File: src/rtl/ccu_pkg.sv
// Shared types and constants for the CCU snoop path: ACE snoop channel structs,
// CR response bit positions and the snoop fan-out FSM state encoding.
package ccu_pkg;

  localparam int unsigned CR_DATA_TRANSFER = 0;
  localparam int unsigned CR_ERROR         = 1;
  localparam int unsigned CR_PASS_DIRTY    = 2;
  localparam int unsigned CR_IS_SHARED     = 3;
  localparam int unsigned CR_WAS_UNIQUE    = 4;

  typedef struct packed {
    logic [31:0] addr;
    logic [2:0]  prot;
    logic [3:0]  snoop;
  } ac_chan_t;

  typedef struct packed {
    logic [31:0] data;
    logic        last;
  } cd_chan_t;

  typedef struct packed {
    logic     ac_valid;
    ac_chan_t ac;
    logic     cr_ready;
    logic     cd_ready;
  } ccu_snoop_req_t;

  typedef struct packed {
    logic       ac_ready;
    logic       cr_valid;
    logic [4:0] cr_resp;
    logic       cd_valid;
    cd_chan_t   cd;
  } ccu_snoop_resp_t;

  typedef enum logic [2:0] {
    S_IDLE    = 3'd0,
    S_BCAST   = 3'd1,
    S_COLLECT = 3'd2,
    S_RESP    = 3'd3,
    S_DATA    = 3'd4
  } snoop_state_e;

endpackage

File: src/rtl/lzc.sv
// Leading/trailing zero counter. MODE=0 returns the index of the lowest set bit,
// MODE=1 the number of leading zeros; empty_o flags an all-zero input.
module lzc #(
  parameter int unsigned WIDTH = 2,
  parameter bit          MODE  = 1'b0,
  localparam int unsigned CNT_WIDTH = (WIDTH > 1) ? $clog2(WIDTH) : 1
) (
  input  logic [WIDTH-1:0]     in_i,
  output logic [CNT_WIDTH-1:0] cnt_o,
  output logic                 empty_o
);

  always_comb begin
    cnt_o = '0;
    if (MODE == 1'b0) begin
      for (int i = WIDTH - 1; i >= 0; i--) begin
        if (in_i[i]) cnt_o = CNT_WIDTH'(i);
      end
    end else begin
      for (int i = 0; i < WIDTH; i++) begin
        if (in_i[i]) cnt_o = CNT_WIDTH'(WIDTH - 1 - i);
      end
    end
  end

  assign empty_o = ~|in_i;

endmodule

File: src/rtl/ccu_snoop_bcast.sv
// Snoop fan-out/fan-in: broadcasts one AC to all non-initiating masters, merges
// their CR responses and forwards one CD stream while draining the others.
module ccu_snoop_bcast
  import ccu_pkg::*;
#(
  parameter int unsigned NoMstPorts   = 4,
  parameter type         snoop_req_t  = ccu_snoop_req_t,
  parameter type         snoop_resp_t = ccu_snoop_resp_t,
  localparam int unsigned IdxW = (NoMstPorts > 1) ? $clog2(NoMstPorts) : 1
) (
  input  logic        clk_i,
  input  logic        rst_ni,
  input  snoop_req_t  snoop_req_i,
  input  logic [IdxW-1:0] initiator_i,
  output snoop_resp_t snoop_resp_o,
  output snoop_req_t  snoop_req_o  [NoMstPorts],
  input  snoop_resp_t snoop_resp_i [NoMstPorts]
);

  typedef logic [IdxW-1:0] idx_t;

  snoop_state_e          state_q, state_d;
  ac_chan_t              ac_q, ac_d;
  logic [NoMstPorts-1:0] tgt_q, tgt_d, acc_q, acc_d, got_q, got_d;
  logic [NoMstPorts-1:0] dt_q, dt_d, done_q, done_d;
  logic [4:0]            crresp_q, crresp_d;
  idx_t                  sel_q, sel_d, sel_lzc;
  logic                  dt_empty;
  logic [NoMstPorts-1:0] ac_hs, cr_hs, cd_hs;

  lzc #(.WIDTH(NoMstPorts), .MODE(1'b0)) i_lzc (
    .in_i   (dt_q),
    .cnt_o  (sel_lzc),
    .empty_o(dt_empty)
  );

  always_comb begin
    snoop_resp_o = '0;
    ac_hs        = '0;
    cr_hs        = '0;
    cd_hs        = '0;
    // ac_ready is gated by reset so every output is low while rst_ni is held
    if (state_q == S_IDLE) snoop_resp_o.ac_ready = rst_ni;
    if (state_q == S_RESP) begin
      snoop_resp_o.cr_valid = 1'b1;
      snoop_resp_o.cr_resp  = crresp_q;
    end
    for (int i = 0; i < NoMstPorts; i++) begin
      snoop_req_o[i] = '0;
      case (state_q)
        S_BCAST: if (tgt_q[i]) begin
          snoop_req_o[i].ac_valid = ~acc_q[i];
          snoop_req_o[i].ac       = ac_q;
        end
        S_COLLECT: snoop_req_o[i].cr_ready = tgt_q[i] & ~got_q[i];
        S_DATA: if (dt_q[i] && !done_q[i]) begin
          if (idx_t'(i) == sel_q) begin
            snoop_req_o[i].cd_ready = snoop_req_i.cd_ready;
            snoop_resp_o.cd_valid   = snoop_resp_i[i].cd_valid;
            snoop_resp_o.cd         = snoop_resp_i[i].cd;
          end else begin
            snoop_req_o[i].cd_ready = 1'b1;
          end
        end
        default: ;
      endcase
      ac_hs[i] = snoop_req_o[i].ac_valid & snoop_resp_i[i].ac_ready;
      cr_hs[i] = snoop_req_o[i].cr_ready & snoop_resp_i[i].cr_valid;
      cd_hs[i] = snoop_req_o[i].cd_ready & snoop_resp_i[i].cd_valid;
    end
  end

  always_comb begin
    state_d  = state_q;
    ac_d     = ac_q;
    tgt_d    = tgt_q;
    acc_d    = acc_q;
    got_d    = got_q;
    dt_d     = dt_q;
    done_d   = done_q;
    crresp_d = crresp_q;
    sel_d    = sel_q;
    case (state_q)
      S_IDLE: if (snoop_req_i.ac_valid) begin
        ac_d = snoop_req_i.ac;
        for (int i = 0; i < NoMstPorts; i++) tgt_d[i] = (initiator_i != idx_t'(i));
        state_d = (tgt_d == '0) ? S_RESP : S_BCAST;
      end
      S_BCAST: begin
        acc_d = acc_q | ac_hs;
        if (acc_d == tgt_q) state_d = S_COLLECT;
      end
      S_COLLECT: begin
        got_d = got_q | cr_hs;
        for (int i = 0; i < NoMstPorts; i++) begin
          if (cr_hs[i]) begin
            crresp_d = crresp_d | snoop_resp_i[i].cr_resp;
            dt_d[i]  = snoop_resp_i[i].cr_resp[CR_DATA_TRANSFER];
          end
        end
        if (got_d == tgt_q) state_d = S_RESP;
      end
      S_RESP: begin
        if (!dt_empty) sel_d = sel_lzc;
        if (snoop_req_i.cr_ready) state_d = (dt_q != '0) ? S_DATA : S_IDLE;
      end
      S_DATA: begin
        for (int i = 0; i < NoMstPorts; i++)
          done_d[i] = done_q[i] | (cd_hs[i] & snoop_resp_i[i].cd.last);
        if ((done_d & dt_q) == dt_q) state_d = S_IDLE;
      end
      default: state_d = S_IDLE;
    endcase
    if (state_q != S_IDLE && state_d == S_IDLE) begin
      acc_d    = '0;
      got_d    = '0;
      dt_d     = '0;
      done_d   = '0;
      crresp_d = '0;
    end
  end

  always_ff @(posedge clk_i or negedge rst_ni) begin
    if (!rst_ni) begin
      state_q  <= S_IDLE;
      ac_q     <= '0;
      tgt_q    <= '0;
      acc_q    <= '0;
      got_q    <= '0;
      dt_q     <= '0;
      done_q   <= '0;
      crresp_q <= '0;
      sel_q    <= '0;
    end else begin
      state_q  <= state_d;
      ac_q     <= ac_d;
      tgt_q    <= tgt_d;
      acc_q    <= acc_d;
      got_q    <= got_d;
      dt_q     <= dt_d;
      done_q   <= done_d;
      crresp_q <= crresp_d;
      sel_q    <= sel_d;
    end
  end

endmodule

File: config.mk
export PLATFORM = sky130hd
export DESIGN_NAME = ccu_snoop_bcast
export DESIGN_NICKNAME = d
export VERILOG_FILES = /design/src/rtl/ccu_pkg.sv /design/src/rtl/lzc.sv /design/src/rtl/ccu_snoop_bcast.sv
export SDC_FILE = /design/constraint.sdc
export NUM_CORES = 1
export LEC_CHECK = 0
export CAP_MARGIN = 30
export CELL_PAD_IN_SITES_DETAIL_PLACEMENT = 1
export CELL_PAD_IN_SITES_GLOBAL_PLACEMENT = 1
export CORE_MARGIN = 2
export CORE_UTILIZATION = 20
export DETAILED_ROUTE_END_ITERATION = 16
export GPL_TIMING_DRIVEN = 0
export PLACE_DENSITY_LB_ADDON = 0.05
export RECOVER_POWER = 100
export SLEW_MARGIN = 20
export SYNTH_ARGS = -nofsm -noshare
export SYNTH_HDL_FRONTEND = slang
export SYNTH_HIERARCHICAL = 1
export SYNTH_SLANG_ARGS = --single-unit
File: constraint.sdc
create_clock -name clk_i -period 2.35 [get_ports clk_i]
set_clock_uncertainty 0.2 [all_clocks]
set_input_delay 0.47 -clock clk_i [delete_from_list [all_inputs] [get_ports clk_i]]
set_output_delay 0.47 -clock clk_i [all_outputs]
set_load 0.02 [all_outputs]
=== After elaboration in Yosys (flattened, before gate mapping) ===
Index checks and enable logic that the tools add are counted.

* Eq/ne operators: 13
* Muxes and demuxes: 71
* Bitwise operators: 39
* Reductions and logical operators: 30

{| class="wikitable"
|+ Operators with widths
! cell !! number
|-
| 34-bit 2-to-1 mux || 12
|-
| 40-bit 2-to-1 mux || 8
|-
| 5-bit 2-to-1 mux || 9
|-
| 4-bit 2-to-1 mux || 8
|-
| 1-bit 2-to-1 mux || 21
|-
| 1-bit AND || 20
|-
| 5-bit OR || 4
|-
| 3-bit 2-to-1 mux || 6
|-
| 2-bit nonzero test || 8
|-
| 3-bit case mux with 5 select lines || 1
|-
| 4-bit == test || 3
|-
| 2-bit AND reduction || 6
|-
| 2-bit 2-to-1 mux || 5
|-
| 1-bit inverter || 8
|-
| 4-bit OR || 2
|-
| 3-bit by 2-bit == test with 1-bit output, second input constant || 2
|-
| 3-bit zero test || 2
|-
| 6-bit 2-to-1 mux || 1
|-
| 1-bit logical AND || 5
|-
| 4-bit AND || 1
|-
| 2-bit == test, first input constant || 2
|-
| 1-bit zero test || 4
|-
| 4-bit zero test || 1
|-
| 2-bit != test, second input constant || 2
|-
| other kinds (9) || 12
|}

* Bits in registers: 69
* Input bits: 210
* Output and inout port bits: 209
* Logic and storage cells: 167

=== Longest topological paths before layout ===
* Word-level depth: 16
* Mapped depth: 7
* Depth with buffers taken out: 4

=== Cells and area by module ===
The synthesis kept the hierarchy.

{| class="wikitable"
|+ By module, submodules not included
! module !! times used !! cells an instance !! area an instance (um^2) !! sequential area each (um^2)
|-
| ccu_snoop_bcast || 1 || 625 || 5280.1 || 1726.7
|-
| lzc || 1 || 6 || 36.3 || 0.0
|}

=== Worst setup path before layout ===
No wires, ideal clock.

* Kind: register to output
* From: register sel_q[1]
* To: output snoop_resp_o[10] (netlist bit)
* Arrival time: 1819 ps
* Required time: 1680 ps
* Slack: -139 ps
* Stages on the path, launching flop included: 6
* Buffers on the path: 2
* Cells stage by stage: dfrtp_1 clkbuf_1 nor3b_1 clkbuf_1 a22oi_1 a21oi_1

{| class="wikitable"
|+ RTL lines
! element !! line !! source
|-
| start: declaration || ccu_snoop_bcast.sv:27 || <nowiki>idx_t sel_q, sel_d, sel_lzc;</nowiki>
|-
| start signal: assignment || ccu_snoop_bcast.sv:143 || <nowiki>sel_q <= sel_d;</nowiki>
|-
| end: declaration || ccu_snoop_bcast.sv:15 || <nowiki>output snoop_resp_t snoop_resp_o,</nowiki>
|}

==> flow_metrics.py <==
metrics = {
    "grt": {
        "grt_pass1_wl_um": 51470,
        "gr-total-overflow": 0,
        "grt_util_all_layers_pct": 24.35,
        "grt_pass1_vias": 7753,
        "grt_max_degree": 47,
        "antenna_found_initial": 2,
    },
    "synthesis": {
        "synth_top_area_share_pct": 32.48,
        "yosysUniqueCellTypes": 46,
        "syn_nets": 841,
        "synth.largest_area_cell": "dfrtp_1",
        "syn_area_mm2": 0.005316,
        "synth-seq-cells": 69,
        "synthArstFlopShare_pct": 100.0,
        "synth_edf_count": 0,
        "synth_flop_cell": "dfrtp_1",
        "synth.most_common_cell": "and3_1",
        "yosys_warnings": 6,
        "synth_cells": 631,
        "synthTopCellsByCount": "156 x and3_1, 69 x a22oi_1, 69 x dfrtp_1, 64 x clkbuf_1, 60 x a21oi_1",
        "ys_seq_area_share_pct": 32.48,
        "synth_area_leaders": "dfrtp_1 32%, and3_1 18%, a22oi_1 9.7%",
        "syn_avg_cell_area_um2": 8.425,
    },
    "floorplanning": {
        "die_width_um": 167.0,
        "rows": 59,
        "ios": 419,
        "dieArea_mm2": 0.02790,
        "floorplan.initialDensity_pct": 20.40,
        "die_y_um": 167.0,
        "coreArea_mm2": 0.02606,
    },
    "clocking": {
        "cts_root_buf": "clkbuf_16",
        "clkSlewWorstSetupHoldPaths_ns": 0.06,
        "clock-sinks": 69,
        "clkLatencyLatePin_ns": 0.34,
        "htreeDepth": 3,
        "clock_path_buffers": 2,
        "tritoncts": "built",
        "cts_buffers": 9,
    },
    "detailed_routing": {
        "wl_um": 36330,
        "ant_nets": 0,
        "drtPass1Iterations": 4,
        "vias": 7394,
        "wl_per_cell_um": 24.55,
        "drt_iter0_markers": 292,
        "drt_drc_violations_left": 0,
        "vias_per_cell": 4.996,
    },
    "worst_setup_path": {
        "path_depth": 7,
        "rr_startpoint": "state_q[1]",
        "r2r_cells": 8,
        "cp_common_cell": "buf_6",
        "start_kind": "flop",
        "cp_top_family": "buffers and inverters",
        "startpoint": "state_q[1]",
        "slowest_stage": "dfrtp_1",
        "critPathKind": "reg -> out",
        "max_stage_delay_ns": 0.38,
        "cp_max_fo": 10,
        "arrival_ns": 1.94,
        "r2r_slack_ns": -0.19,
        "endpoint_kind": "output port",
        "critPathBufInv": 5,
        "r2r_end": "state_q[0]",
        "required_ns": 1.68,
        "cp_cell_sequence": "buf_6 -> nor3b_4 -> buf_6 -> clkbuf_16 -> buf_8 -> and3_1 -> buf_6",
    },
    "timing": {
        "setup_violations": 211,
        "tightest_slew_ns": 1.294,
        "fin_ws_ns": -0.2629,
        "worst_hold_slack_ns": 0.3543,
        "rsz0062_at_grt": "true",
        "period_minus_slack_ns": 2.613,
        "period_share_pct": 111.2,
        "timing.slew.headroom_pct": 13.76,
        "fmax_ghz": 0.3827,
        "hold_viol_final": 0,
        "maxSlewViolCount": 0,
    },
    "pwr": {
        "pwr-share-clk_pct": 11.0,
        "finalPower_uw": 15050,
        "leakage_uw": 0.005434,
        "irDropWorstVdd_uv": 752.0,
        "pwr_density_cell_mw_per_mm2": 1205,
        "netSwitchingPower_uw": 6765,
        "seqPwrFrac_pct": 16.8,
        "sw_frac_of_total_pct": 44.95,
        "internal_power_uw": 8285,
        "combPwrFrac_pct": 72.2,
    },
    "placement": {
        "place_congestion": 0.8575,
        "io_buffers": 416,
        "dp_hpwl_um": 25990,
        "place_inst": 1383,
        "pre_cts_ws_ns": -1.312,
    },
    "cells_and_area": {
        "instances_no_fill": 1480,
        "seq_area_mm2": 0.001737,
        "layout-drive-gt1-share_pct": 51.09,
        "multiInputGateArea_mm2": 0.004090,
        "nets": 1348,
        "nFillCells": 2905,
        "final_util_pct": 47.95,
        "layout-area-overhead-vs-synth_pct": 135.0,
    },
    "worst_hold_path": {
        "hold_depth": 2,
        "min_to": "crresp_q[0]",
        "hold_class": "reg -> reg",
        "worstHoldStart": "crresp_q[0]",
    },
    "run": {
        "drv_cap": 0,
    },
    "outcome": {
        "violations": "setup timing",
        "outcome": "finished with violations",
    },
}
[per-stage QoR]
step	TNS (ns)	cell area, um2
5_1_grt	-54.33	12490
2_1_floorplan	0	5444
4_1_cts	-43.86	11410
3_3_place_gp	-345.53	10030
6_report	-36.86	12490
3_5_place_dp	-193.90	10050
[cell usage in the layout, fill, tap and decap left out, drive strengths merged, types with 2 or more instances in the layout]
master | synthesis | final
dfrtp | 69 | 69
a21oi | 62 | 62
inv | 18 | 17
clkdlybuf4s15 | 0 | 4
nor3b | 6 | 6
nand3b | 4 | 4
mux2i | 2 | 2
or3b | 4 | 4
buf | 9 | 300
nor4bb | 2 | 2
clkdlybuf4s50 | 0 | 205
clkbuf | 64 | 68
a41o | 5 | 5
a22oi | 69 | 69
a41oi | 5 | 5
nor2 | 16 | 16
clkinvlp | 0 | 2
and3 | 156 | 156
diode | 0 | 2
a2111oi | 2 | 2
mux2 | 41 | 41
bufinv | 0 | 3
nor3 | 22 | 22
o21ai | 4 | 4
nand2b | 17 | 17
and2 | 12 | 12
nand4 | 2 | 2
nor4 | 6 | 6
a31oi | 7 | 7
nor2b | 4 | 4
nand2 | 10 | 10
[timing repair]
action / in CTS / in global routing
cloned: 9 / 10
gates resized for setup: 1299 / 275
endpoints found under the setup margin: 275 / 246
pin swaps: 17 / 44
setup buffers: 39 / 28
hold buffers: 4 / 0
endpoints found under the hold margin: 23 / 0
[routing by layer]
layer / global-route usage (%) / share of wire [%] / vias to the layer above
met2: 42.58 / 51 / 246
met5: 0 / 0 / -
met4: 4.648 / 1.7 / 0
met1: 29.71 / 40 / 3713
met3: 7.272 / 6.6 / 37
li1: - / - / 3398
[sequential cells by signal (all words and copies together), names as in the netlist]
name      flops
done_q        4
acc_q         4
got_q         4
crresp_q      5
tgt_q         4
sel_q         2
state_q       3
ac_q         39
dt_q          4
[layout make-up]
cell class / instances / area share, %
tap: 335 / 3.355
sequential: 69 / 13.90
multi-input combinational: 471 / 32.74
timing repair buffer: 505 / 40.54
inverter: 18 / 0.5708
buffer: 64 / 5.988
clock inverter: 5 / 0.8512
clock buffer: 11 / 2.023
antenna: 2 / 0.04006
[tightest hold or removal path, stage by stage (launching register included)]
cell and delay, ns:
dfrtp_1 0.36, inv_1 0.08, a22oi_1 0.07
[cell families (layout without fill, tap and decap cells)]
logic type | Yosys count | after routing | synth area share [%]
AOI/OAI and AO/OA | 162 | 162 | 20.90
and+or+nand+nor | 266 | 266 | 30.43
buffers and inverters | 91 | 603 | 7.131
muxes | 43 | 43 | 9.061
other | 0 | 2 | 0
DFF | 69 | 69 | 32.48
[how the worst max path moves through the flow]
stage                             to
global placement    snoop_resp_o[40]
global route        snoop_req_o[147]
detailed placement   snoop_req_o[81]
CTS                 snoop_req_o[130]
finish              snoop_req_o[147]
floorplan           snoop_resp_o[33]
[power groups by stage]
stage               registers, uW  clock network, uW  logic (uW)
finish                       2520               1660       10900
global route                 2630               1750       11500
CTS                          2460               1700        9670
detailed placement           2330                  0        8580
global placement             2320                  0        8580
floorplan                    2090                  0        4550
(Power assumes the default switching activity.)
